**config.mk**
```make
export PLATFORM = sky130hd
export DESIGN_NAME = ws2811_decoder
export DESIGN_NICKNAME = d
export VERILOG_FILES = /design/src/rtl/ws2811_decoder.sv
export SDC_FILE = /design/constraint.sdc
export NUM_CORES = 1
export LEC_CHECK = 0
export BUFFER_PORTS_ARGS = -buffer_cell sky130_fd_sc_hd__buf_4
export CELL_PAD_IN_SITES_DETAIL_PLACEMENT = 0
export CELL_PAD_IN_SITES_GLOBAL_PLACEMENT = 1
export CORE_MARGIN = 2
export CORE_UTILIZATION = 39
export DETAILED_ROUTE_END_ITERATION = 10
export PLACE_DENSITY = 0.81
export SYNTH_ARGS = -nofsm -noshare
export SYNTH_HDL_FRONTEND = slang
export SYNTH_SLANG_ARGS = --single-unit
```
**constraint.sdc**
```tcl
create_clock -name clkIN -period 2.25 [get_ports clkIN]
set_input_delay 0.225 -clock clkIN [delete_from_list [all_inputs] [get_ports clkIN]]
set_output_delay 0.225 -clock clkIN [all_outputs]
set_load 0.02 [all_outputs]
```
**src/rtl/ws2811_decoder.sv**
```systemverilog
// ws2811_decoder
//   Recovers 24-bit pixels from a WS2811 single-wire pulse-width stream.
//   Each bit is a high pulse whose width selects 0 or 1. A long low gap
//   ends a frame (latch). Decoded pixels are re-ordered according to the
//   channel-order code and offered on a valid/ready output.
//
// Parameters
//   BIT_THRESH_CYC : high clocks at or above which a bit is a 1
//   MIN_HIGH_CYC   : high clocks below which a pulse is an error
//   MAX_HIGH_CYC   : high clocks above which a pulse is an error
//   RESET_CYC      : low clocks that form a latch/reset gap
//
// Ports
//   clkIN          in   clock, rising edge
//   nResetIN       in   asynchronous active-low reset
//   serialIN       in   asynchronous WS2811 data line
//   swapIN[2:0]    in   channel-order code, sampled when a pixel loads
//   dataOUT[23:0]  out  decoded, un-swapped pixel
//   validOUT       out  dataOUT holds an unconsumed pixel
//   readyIN        in   consumer accepts dataOUT
//   latchOUT       out  one-cycle pulse at end of frame
//   errorOUT       out  one-cycle pulse on a protocol error
//   overflowOUT    out  one-cycle pulse when a completed pixel is dropped
//   pixelCountOUT  out  pixels completed since the last latch (saturating)

module ws2811_decoder #(
  parameter int BIT_THRESH_CYC = 22,
  parameter int MIN_HIGH_CYC   = 4,
  parameter int MAX_HIGH_CYC   = 60,
  parameter int RESET_CYC      = 2500
) (
  input  logic        clkIN,
  input  logic        nResetIN,
  input  logic        serialIN,
  input  logic [2:0]  swapIN,
  output logic [23:0] dataOUT,
  output logic        validOUT,
  input  logic        readyIN,
  output logic        latchOUT,
  output logic        errorOUT,
  output logic        overflowOUT,
  output logic [15:0] pixelCountOUT
);

  localparam int HW = $clog2(MAX_HIGH_CYC + 2);
  localparam int LW = $clog2(RESET_CYC + 1);

  localparam logic [HW-1:0] H_MIN = HW'(MIN_HIGH_CYC);
  localparam logic [HW-1:0] H_THR = HW'(BIT_THRESH_CYC);
  localparam logic [HW-1:0] H_MAX = HW'(MAX_HIGH_CYC);
  localparam logic [HW-1:0] H_ONE = HW'(1);
  localparam logic [LW-1:0] L_RST = LW'(RESET_CYC);
  localparam logic [LW-1:0] L_ONE = LW'(1);

  typedef enum logic [1:0] {
    ST_SYNC,
    ST_IDLE,
    ST_HIGH,
    ST_LOW
  } state_t;

  state_t        state, state_n;
  logic          sync1, sync2, line_q;
  logic [HW-1:0] high_cnt, high_n;
  logic [LW-1:0] low_cnt, low_n, low_inc;
  logic [4:0]    bit_cnt, bit_n;
  logic [23:0]   word, word_n;
  logic [23:0]   data_q, data_n;
  logic          valid_q, valid_n;
  logic          latch_n, error_n, ovf_n;
  logic          latch_q, error_q, ovf_q;
  logic [15:0]   pix_cnt, pix_n;

  logic          rise, fall;
  logic          bit_ok, bit_val, pixel_done;
  logic [23:0]   pixel_word;

  function automatic logic [23:0] unswap(input logic [23:0] w, input logic [2:0] code);
    case (code)
      3'b001:  unswap = {w[23:16], w[7:0],   w[15:8]};
      3'b010:  unswap = {w[7:0],   w[15:8],  w[23:16]};
      3'b011:  unswap = {w[15:8],  w[7:0],   w[23:16]};
      3'b100:  unswap = {w[7:0],   w[23:16], w[15:8]};
      3'b101:  unswap = {w[15:8],  w[23:16], w[7:0]};
      default: unswap = w;
    endcase
  endfunction

  assign rise = sync2 & ~line_q;
  assign fall = ~sync2 & line_q;

  always_ff @(posedge clkIN or negedge nResetIN) begin
    if (!nResetIN) begin
      sync1    <= 1'b0;
      sync2    <= 1'b0;
      line_q   <= 1'b0;
      state    <= ST_SYNC;
      high_cnt <= '0;
      low_cnt  <= '0;
      bit_cnt  <= '0;
      word     <= '0;
      data_q   <= '0;
      valid_q  <= 1'b0;
      latch_q  <= 1'b0;
      error_q  <= 1'b0;
      ovf_q    <= 1'b0;
      pix_cnt  <= '0;
    end else begin
      sync1    <= serialIN;
      sync2    <= sync1;
      line_q   <= sync2;
      state    <= state_n;
      high_cnt <= high_n;
      low_cnt  <= low_n;
      bit_cnt  <= bit_n;
      word     <= word_n;
      data_q   <= data_n;
      valid_q  <= valid_n;
      latch_q  <= latch_n;
      error_q  <= error_n;
      ovf_q    <= ovf_n;
      pix_cnt  <= pix_n;
    end
  end

  always_comb begin
    state_n    = state;
    high_n     = high_cnt;
    low_n      = low_cnt;
    bit_n      = bit_cnt;
    word_n     = word;
    latch_n    = 1'b0;
    error_n    = 1'b0;
    bit_ok     = 1'b0;
    bit_val    = 1'b0;
    pixel_done = 1'b0;
    pixel_word = '0;
    low_inc    = (low_cnt == L_RST) ? L_RST : low_cnt + L_ONE;

    case (state)
      ST_SYNC: begin
        if (sync2) begin
          low_n = '0;
        end else begin
          low_n = low_inc;
          if (low_inc == L_RST) state_n = ST_IDLE;
        end
      end
      ST_IDLE: begin
        if (rise) begin
          state_n = ST_HIGH;
          high_n  = H_ONE;
        end
      end
      ST_HIGH: begin
        if (sync2) begin
          // Over-long pulse is flagged as soon as the count passes the limit.
          if (high_cnt >= H_MAX) begin
            high_n  = H_MAX + H_ONE;
            error_n = 1'b1;
          end else begin
            high_n = high_cnt + H_ONE;
          end
        end else if (fall) begin
          if (high_cnt < H_MIN || high_cnt > H_MAX) begin
            error_n = 1'b1;
          end else begin
            bit_ok  = 1'b1;
            bit_val = (high_cnt >= H_THR);
          end
          state_n = ST_LOW;
          low_n   = L_ONE;
        end
      end
      ST_LOW: begin
        if (rise) begin
          state_n = ST_HIGH;
          high_n  = H_ONE;
        end else begin
          low_n = low_inc;
          if (low_inc == L_RST) begin
            latch_n = 1'b1;
            state_n = ST_IDLE;
            if (bit_cnt != 5'd0) error_n = 1'b1;
          end
        end
      end
      default: state_n = ST_SYNC;
    endcase

    if (bit_ok) begin
      if (bit_cnt == 5'd23) begin
        pixel_done = 1'b1;
        pixel_word = {word[22:0], bit_val};
        bit_n      = '0;
        word_n     = '0;
      end else begin
        word_n = {word[22:0], bit_val};
        bit_n  = bit_cnt + 5'd1;
      end
    end

    // Errors drop the partial pixel and force a resync. A latch-time error
    // keeps the saturated low count so SYNC releases to IDLE on the next
    // clock while the line stays low.
    if (error_n) begin
      bit_n   = '0;
      word_n  = '0;
      state_n = ST_SYNC;
      if (!latch_n) low_n = '0;
    end
  end

  always_comb begin
    data_n  = data_q;
    valid_n = valid_q;
    ovf_n   = 1'b0;
    pix_n   = pix_cnt;

    if (valid_q && readyIN) valid_n = 1'b0;

    if (pixel_done) begin
      if (!valid_q || readyIN) begin
        data_n  = unswap(pixel_word, swapIN);
        valid_n = 1'b1;
      end else begin
        ovf_n = 1'b1;
      end
    end

    if (latch_n) begin
      pix_n = '0;
    end else if (pixel_done && pix_cnt != '1) begin
      pix_n = pix_cnt + 16'd1;
    end
  end

  assign dataOUT       = data_q;
  assign validOUT      = valid_q;
  assign latchOUT      = latch_q;
  assign errorOUT      = error_q;
  assign overflowOUT   = ovf_q;
  assign pixelCountOUT = pix_cnt;

endmodule
```
After elaboration in Yosys (flattened, before gate mapping). Index checks and enable logic that the tools add are counted. Widths: inputs -> output; s select.

Add/sub/neg operators: 4. Multiply operators: 0. Div/mod/pow operators: 0. $lt $le $gt $ge: 4. Equality and inequality tests: 18. Shifts and indexed selects: 0. Muxes and demuxes: 57. Bitwise operators: 4. Reduce and logical (&&, ||, !) cells: 14.

Operators by type and width (number): $pmux 24 s5 (1); $mux 12 (7); $mux 23 (3); $mux 24 (2); $pmux 12 s3 (1); $mux 16 (2); $mux 1 (25); $eq 12x12->1 const B (2); $mux 6 (3); $add 16x1->16 const B (1); $ne 16x16->1 const B (1); $mux 5 (3); $mux 2 (7); $add 12x1->12 const B (1); $ne 3x3->1 const B (4); $pmux 6 s2 (1); $pmux 2 s4 (1); $add 6x1->6 const B (1); $eq 3x2->1 const B (2); $eq 3x3->1 const B (2); $ge 6x5->1 const B (1); $ge 6x6->1 const B (1); $gt 6x6->1 const B (1); $lt 6x3->1 const B (1); other kinds (20) (27).

Flip-flop bits (word level): 95. Latch bits: 0. RAM bits: 0. Memory bits (read-only): 0. Input port bits: 7. Output and inout bits: 44. Word-level logic and storage cells: 115. Memories: 0.

Logic depth before layout (Yosys ltp). Gate-level depths: netlist of the first run.

Depth after elaboration: 10. Mapped depth: 8. Depth with buffers taken out: 8.

Worst setup path before layout of the first run. Ideal clock, no wire load.

Path type: reg-to-reg. Start point: register low_cnt[0]. End point: register word[10]. Setup time: 0.119 ns. Arrival time: 2.149 ns. Required time: 2.131 ns. Setup slack: -0.017 ns. Stages on the path, launching flop included: 9. Buffers on the path: 1. Clock period less this slack: 2.267 ns. Cell sequence: dfrtp_1 > ha_1 > and3_1 > nor3b_1 > o21ai_2 > or4_4 > o21bai_4 > buf_6 > a21oi_2.

Cells in the longest elaborated chain, start to end: 7. Elaborated cells between the ends (all ways): 9. Those cells by class: add/sub: 1; eq/ne: 2; mux: 5; reduce/logical: 1.

Ends and longest elaborated chain: start: declaration (line 65) `logic [LW-1:0] low_cnt, low_n, low_inc;`; start signal: assignment (line 114) `low_cnt <= low_n;`; $add 12x1->12 / $eq 12x12->1 (equally long branches) (line 138) `low_inc = (low_cnt == L_RST) ? L_RST : low_cnt + L_ONE;`; $mux 12 * (line 138); $eq 12x12->1 * (line 181) `if (low_inc == L_RST) begin`; $mux 1 * (line 181); $mux 1 * (line 176) `if (rise) begin`; $pmux 1 s2 * (line 140) `case (state)`; $mux 23 / $reduce_bool 2->1 (equally long branches); end signal: assignment (line 116) `word <= word_n;`; end: declaration (line 67) `logic [23:0] word, word_n;`.

Mark *: on every way between the ends. The rest lies on a longest branch, timed or not. A chain may end at the register's enable or synchronous reset.

Worst setup path after layout of the first run.
Start point: register low_cnt[1]. End point: register word[22].

Same word-level chain as after synthesis.

==> qor.tcl, run 1 <==
set qor(status) {finished, final reports clean}
set qor(io_pins) 51
set qor(die_h_um) 121
set qor(yosys_warnings) 0
set qor(timing.critical_path.to_type) {flip-flop}
set qor(clk_pin_slew_worst_paths_ns) 0.07
set qor(synth_area_per_cell_um2) 9.05
set qor(power_per_cell_area_nw_per_um2) 544
set qor(core_area_um2) 13300
set qor(routed-via-count) 4791
set qor(critical_path_max_stage_delay_ns) 0.55
set qor(synth-xor-area-share) 0.0376
set qor(global_route.overflow_total) 0
set qor(drv_cap) 0
set qor(fillerInstances) 1279
set qor(post_synthesis_register_bit_count) 95
set qor(floorplan.die_area_um2) 14700
set qor(relative_slew_slack) 0.586
set qor(grt_max_degree) 54
set qor(globalplace.congestion) 0.871
set qor(clock_skew_ns) 0.00927
set qor(post-layout-total-power_mw) 3.63
set qor(ant_nets) 0
set qor(synthDominantCellAreaShare) 0.444
set qor(layout_worst_path_cycle_share) 0.989
set qor(final_period_minus_worst_setup_slack_ns) 2.22
set qor(slew_viol_final) 0
set qor(ctsLongestPathBuffers) 2
set qor(synth.net_count) 606
set qor(critPathLaunchType) {flip-flop}
set qor(finalHoldViolations) 0
set qor(slowest_stage_cell_crit_path) {or4_4}
set qor(diodes) 0
set qor(timing_worst_setup_path_type) {reg -> reg}
set qor(multiInputGateArea_um2) 2830
set qor(post-synth-top-area-cell) {dfrtp_1}
set qor(yosysSeqAreaShare) 0.444
set qor(number_of_port_buffers) 50
set qor(timing.critical_path.arrival_ns) 2.47
set qor(cts_tree) {built}
set qor(tritoncts.num_buffers) 9
set qor(synthDistinctLibCells) 66
set qor(post_synth_instance_area_um2) 5360
set qor(root_buffer) {clkbuf_16}
set qor(drt-pass1-iter-count) 6
set qor(worst_slew_pin_slew_ns) 0.615
set qor(worst_hold_startpoint) {readyIN}
set qor(synth-edff-count) 0
set qor(cp_data_required_time_ns) 2.49
set qor(async_set_reset_flop_share_out_of_synthesis) 1.00
set qor(most_used_dff_post_synth) {dfrtp_1}
set qor(postSynthCellCount) 592
set qor(yosys-mux-area-fraction) 0.00794
set qor(main_combinational_cell_family_by_area_after_synthesis) {simple AND/OR/NAND/NOR gates}
set qor(power.static_leakage_nw) 2.91
set qor(grt_first_pass_wirelength_um) 23100
set qor(path_cells) {ha_2 -> and3_4 -> nor3b_2 -> o21ai_2 -> or4_4 -> o21bai_4 -> buf_12 -> a21oi_1}
set qor(track_usage) 0.200
set qor(insertion_delay_ns) 0.36
set qor(wire_per_inst_um) 16.8
set qor(areaGrowthSynthToFinish_pct) 24.4
set qor(unrepaired_setup_endpoints_after_global_routing) {yes}
set qor(worst_r2r_startpoint) {low_cnt[1]}
set qor(routed_wirelength_um) 14200
set qor(finalSetupViolations) 0
set qor(finalCoreUtilization) 0.500
set qor(die-width_um) 121
set qor(rrSetupSlack_ns) 0.03
set qor(post_synth_main_area_contributors) {dfrtp_1 44%, nor2_1 4.3%, nand2_1 4.1%}
set qor(cpLargestDelayFamily) {simple AND/OR/NAND/NOR gates}
set qor(hpwlAfterDp_um) 9530
set qor(synth_compound_gate_area_share) 0.210
set qor(achievable-frequency_mhz) 450
set qor(synth_simple_gate_area_share) 0.237
set qor(holdWs_ns) 0.236
set qor(final_common_cell) {dfrtp_1}
set qor(start_util) 0.401
set qor(synth-adder-area-share) 0.0163
set qor(worst_setup_path_startpoint) {low_cnt[1]}
set qor(vdd_drop_max_uv) 269
set qor(worstPathBufferInverterCount) 1
set qor(avgViaCountPerCell) 5.68
set qor(grt_antenna_before_repair) 0
set qor(detail_route.iter0.violations) 347
set qor(post-route-drc-count) 0
set qor(nets) 676
set qor(placement_rows) 42
set qor(grt_pass1_vias) 4550
set qor(area.sequential_um2) 2380
set qor(cts-htree-levels) 3
set qor(hp-class) {in -> reg}
set qor(clkSinkCount) 95
set qor(worstPathMaxFanout) 15
set qor(layout.cells.most_common_list) {95 x dfrtp_1, 88 x buf_4, 61 x nor2_1, 58 x nand2_1, 40 x nand3_1}
set qor(final_layout_size_suffix_gt1_frac) 0.256
[where the power goes]
| part | internal (mW) | switching (mW) | total, mW | leakage (nW) |
|---|---|---|---|---|
| logic | 0.0686 | 0.120 | 0.189 | 1.43 |
| clock network | 1.02 | 0.697 | 1.72 | 0.162 |
| registers | 1.71 | 0.00612 | 1.72 | 1.32 |
[kinds of logic (layout without fill, tap and decap cells)]
kind of cell | Yosys count | in the layout
AND/OR/NAND/NOR | 247 | 247
buffers and inverters | 54 | 129
adder cells (fa/ha/maj) | 7 | 7
multiplexers | 4 | 4
XOR/XNOR | 23 | 23
AO/OA/AOI/OAI | 162 | 162
flip-flops | 95 | 95
[synth_stat cells (3+ instances only)]
library cell,n
nor3_1,12
nor2b_1,12
a211oi_1,5
a222oi_1,5
nor4_1,5
and3_1,9
xor2_1,9
a21oi_1,35
a22oi_1,3
o21ai_0,30
nand3_1,41
a31oi_1,16
ha_1,7
nor2_2,9
o31ai_1,5
a21oi_2,20
nand2_1,58
nand4_1,8
buf_2,8
dfrtp_1,95
xnor2_1,14
clkbuf_1,26
inv_1,14
a221oi_1,4
a21o_1,9
nor2_1,61
nand2b_1,8
buf_6,5
or4_1,4
a32oi_1,4
[registers in the layout (all words and copies together) (netlist names)]
name and flops:
overflowOUT 1, errorOUT 1, high_cnt 6, word 23
dataOUT 24, low_cnt 12, bit_cnt 5, latchOUT 1
pixelCountOUT 16, state 2, validOUT 1, line_q 1
sync1 1, sync2 1
[repair_timing]
action                     in CTS  in global routing
gates resized for setup         1                 18
setup endpoints to repair       1                 38
cloned                          0                  2
pin swaps                       0                  6
hold endpoints to repair       21                  0
hold buffers                    2                  0
setup buffers                   0                  3
[worst min-delay path: stages]
cell	delay, ns
buf_4	0.07
nand2b_1	0.19
nor2_1	0.06
[final cells by class]
type                    count  area share
well taps                 176      0.0330
inverters                  14     0.00788
clock buffers              11      0.0364
clock inverters             5      0.0133
repair buffers             99       0.128
multi-input cells         443       0.425
flip-flops and latches     95       0.357
[through the flow]
step | setup WS [ns] | instances | setup TNS [ns] | area [µm²]
after CTS | 0.0148 | 838 | 0 | 6500
after detailed placement | -0.00546 | 820 | -0.00546 | 6150
after floorplan | 0.0354 | 592 | 0 | 5360
after global placement | -0.0392 | 820 | -0.0392 | 6150
final | 0.0259 | 843 | 0 | 6670
after global routing | -0.0225 | 843 | -0.0428 | 6670
[worst paths after layout]
path	cells past startpoint	endpoint
min	3	overflowOUT
min in group asynchronous	2	dataOUT[20]
max reg2reg	8	word[22]
min reg2reg	0	sync2
max	8	word[22]
max in group asynchronous	3	dataOUT[8]
[routing by layer]
metal | routed length (µm) | up-vias | global-route usage
met5 | 0 | - | 0
li1 | - | 2271 | -
met4 | 420 | 0 | 0.0876
met1 | 6390 | 2330 | 0.283
met3 | 852 | 30 | 0.0362
met2 | 6520 | 160 | 0.298
(Power assumes the default switching activity.)
==> run 2: changes to the inputs <==
Settings changed: CORE_UTILIZATION 39 to 41, PLACE_DENSITY 0.81 to 0.84, RECOVER_POWER set to 25.
==> qor.tcl, run 2 (same netlist as run 1, synthesis figures left out) <==
set qor(timing.critical_path.arrival_ns) 2.49 ;# +0.02 ns
set qor(die_h_um) 118 ;# -2.4%
set qor(diodes) 0 ;# unchanged
set qor(worstPathBufferInverterCount) 1 ;# unchanged
set qor(clk_pin_slew_worst_paths_ns) 0.07 ;# about the same
set qor(dpl_cell_area_um2) 6110 ;# -0.57%
set qor(reg2regPathDepth) 8 ;# unchanged
set qor(die-width_um) 118 ;# -2.4%
set qor(switching_power_mw) 0.848 ;# +3.0%
set qor(hp-class) {in -> reg}
set qor(final_common_cell) {dfrtp_1}
set qor(globalplace.congestion) 0.949 ;# +9.0%
set qor(unrepaired_setup_endpoints_after_global_routing) {yes}
set qor(ant_nets) 0 ;# unchanged
set qor(number_of_port_buffers) 50 ;# unchanged
set qor(layout.cells.most_common_list) {92 x dfrtp_1, 74 x buf_4, 60 x nor2_1, 57 x nand2_1, 41 x nand3_1}
set qor(achievable-frequency_mhz) 444 ;# -1.3%
set qor(areaGrowthSynthToFinish_pct) 23.6
set qor(sw_frac_of_total) 0.242 ;# +0.0150
set qor(hpwlAfterDp_um) 9570 ;# +0.38%
set qor(track_usage) 0.204 ;# +0.00467
set qor(timing.critical_path.to_type) {flip-flop}
set qor(slew_viol_final) 0 ;# unchanged
set qor(detail_route.iter0.violations) 500 ;# +44%
set qor(root_buffer) {clkbuf_16}
set qor(area.sequential_um2) 2380 ;# +0.16%
set qor(insertion_delay_ns) 0.35 ;# about the same
set qor(power.static_leakage_nw) 2.81 ;# -3.4%
set qor(final.setup.worst_slack_ns) -0.00380 ;# -0.0297 ns
set qor(status) {finished with violations}
set qor(core_area_um2) 12700 ;# -5.1%
set qor(post-layout-total-power_mw) 3.50 ;# -3.4%
set qor(routed_wirelength_um) 14400 ;# +1.4%
set qor(path_cells) {ha_2 -> and3_4 -> nor3b_4 -> o21ai_2 -> or4_4 -> o21bai_4 -> clkbuf_16 -> a21oi_2}
set qor(grt_pass1_vias) 4574 ;# +0.53%
set qor(power_per_cell_area_nw_per_um2) 529 ;# -2.7%
set qor(critical_path_max_stage_delay_ns) 0.55 ;# about the same
set qor(finalHoldViolations) 0 ;# unchanged
set qor(worst_r2r_startpoint) {low_cnt[0]}
set qor(grt_max_degree) 55 ;# +1.9%
set qor(routed-via-count) 4799 ;# +0.17%
set qor(hold-path-cell-count) 3 ;# unchanged
set qor(tritoncts.num_buffers) 9 ;# unchanged
set qor(path_depth) 8 ;# unchanged
set qor(cts_tree) {built}
set qor(timing_worst_setup_path_type) {reg -> reg}
set qor(sequentialPowerShare) 0.491 ;# +0.017
set qor(rrSetupSlack_ns) -0.004 ;# -0.03 ns
set qor(multiInputGateArea_um2) 2860 ;# +1.1%
set qor(post-route-drc-count) 0 ;# unchanged
set qor(final_area_um2) 6620 ;# -0.68%
set qor(global_route.overflow_total) 0 ;# unchanged
set qor(cts-htree-levels) 3 ;# unchanged
set qor(failed_checks) {negative setup slack}
set qor(drv_cap) 0 ;# unchanged
set qor(critPathLaunchType) {flip-flop}
set qor(largest_register_ffs) 24 ;# unchanged
set qor(cpLargestDelayFamily) {simple AND/OR/NAND/NOR gates}
set qor(ctsLongestPathBuffers) 2 ;# unchanged
set qor(cp_data_required_time_ns) 2.49 ;# about the same
set qor(wire_per_inst_um) 17.2 ;# +2.4%
set qor(vdd_drop_max_uv) 280 ;# +4.0%
set qor(p_comb_frac) 0.052 ;# about the same
set qor(grt_antenna_before_repair) 0 ;# unchanged
set qor(clock_skew_ns) 0.00934 ;# +0.0000715 ns
set qor(nets) 672 ;# -0.59%
set qor(final_period_minus_worst_setup_slack_ns) 2.25 ;# +0.0297 ns
set qor(slowest_stage_cell_crit_path) {or4_4}
set qor(start_util) 0.423 ;# +0.0214
set qor(clock_power_share) 0.457 ;# -0.016
set qor(clkSinkCount) 95 ;# unchanged
set qor(holdWs_ns) 0.211 ;# -0.0241 ns
set qor(cell_internal_power_dissipation_mw) 2.65 ;# -5.3%
set qor(relative_slew_slack) 0.235 ;# -0.351
set qor(timing.hold.worst_endpoint) {overflowOUT}
set qor(drt-pass1-iter-count) 7 ;# +1
set qor(crit-reg2reg-capture) {word[4]}
set qor(io_pins) 51 ;# unchanged
set qor(worstPathMaxFanout) 11 ;# -4
set qor(layout_worst_path_cycle_share) 1.00 ;# +0.0132
set qor(finalSetupViolations) 3 ;# +3
set qor(grt_first_pass_wirelength_um) 23300 ;# +0.75%
set qor(avgViaCountPerCell) 5.75 ;# +1.1%
set qor(worst_hold_startpoint) {readyIN}
set qor(placement_rows) 41 ;# -2.4%
set qor(final_layout_size_suffix_gt1_frac) 0.252 ;# -0.00449
set qor(worst_slew_pin_slew_ns) 1.15 ;# +0.533 ns
set qor(floorplan.die_area_um2) 14000 ;# -4.7%
set qor(fillerInstances) 1187 ;# -7.2%
[run 2: changes by cell type in the layout (fill, tap and decap cells not counted), moves of 2 or more]
cell	delta
buf_4	-14
a21oi_4	+2
dfrtp_2	+3
a21oi_1	-3
dfrtp_1	-3
clkbuf_1	+7
[run 2: cell type report]
type                    instances  area share
multi-input cells             443       0.432
flip-flops and latches         95       0.360
repair buffers                 95       0.121
clock buffers                   9      0.0340
well taps                     172      0.0325
clock inverters                 7      0.0121
inverters                      14     0.00794
[run 2: through the flow]
step	setup slack [ns]	setup TNS (ns)	cells	util
finish	-0.00380	-0.00889	835	0.523
global route	-0.0539	-0.848	835	0.523
CTS	-0.0323	-0.0805	830	0.508
detailed placement	-0.00710	-0.0106	812	0.482
global placement	0.0807	0	812	0.482
floorplan	0.0354	0	592	-
[run 2: how the worst max path moves through the flow]
stage | to | slack, ns | start
3_5_place_dp | dataOUT[11] | -0.007 | high_cnt[4]
5_1_grt | word[3] | -0.05 | low_cnt[0]
4_1_cts | dataOUT[11] | -0.03 | high_cnt[4]
6_report | word[4] | -0.004 | low_cnt[0]
2_1_floorplan | word[10] | 0.04 | low_cnt[0]
3_3_place_gp | dataOUT[11] | 0.08 | high_cnt[5]
[run 2: per-layer routing]
layer | vias up | share of wire | GRT usage | wire (µm)
met5 | - | 0 | 0 | 0
met4 | 0 | 0.017 | 0.0798 | 247
met3 | 19 | 0.063 | 0.0444 | 905
met2 | 152 | 0.49 | 0.323 | 7000
met1 | 2365 | 0.43 | 0.273 | 6220
li1 | 2263 | - | - | -
[run 2: repair_timing]
action / 4_1_cts / 5_1_grt
resized for setup: 0 / 27
hold buffers: 2 / 0
buffers inserted: 0 / 2
gates cloned: 0 / 3
endpoints found under the setup margin: 5 / 58
hold endpoints to repair: 42 / 0
pin swaps: 0 / 5
[run 2: worst reg2reg max path, cell delays in order, from the launching register on]
cell and delay (ns):
dfrtp_1 0.39, ha_2 0.21, and3_4 0.20, nor3b_4 0.17
o21ai_2 0.08, or4_4 0.55, o21bai_4 0.27, clkbuf_16 0.24
a21oi_2 0.04
[run 2: power groups by stage]
| stage | registers (mW) | logic (mW) | clock network [mW] |
|---|---|---|---|
| after floorplan | 1.76 | 0.0882 | 0 |
| after global placement | 1.75 | 0.169 | 0 |
| after detailed placement | 1.75 | 0.172 | 0 |
| after CTS | 1.72 | 0.175 | 1.63 |
| after global routing | 1.72 | 0.207 | 1.70 |
| final | 1.72 | 0.182 | 1.60 |
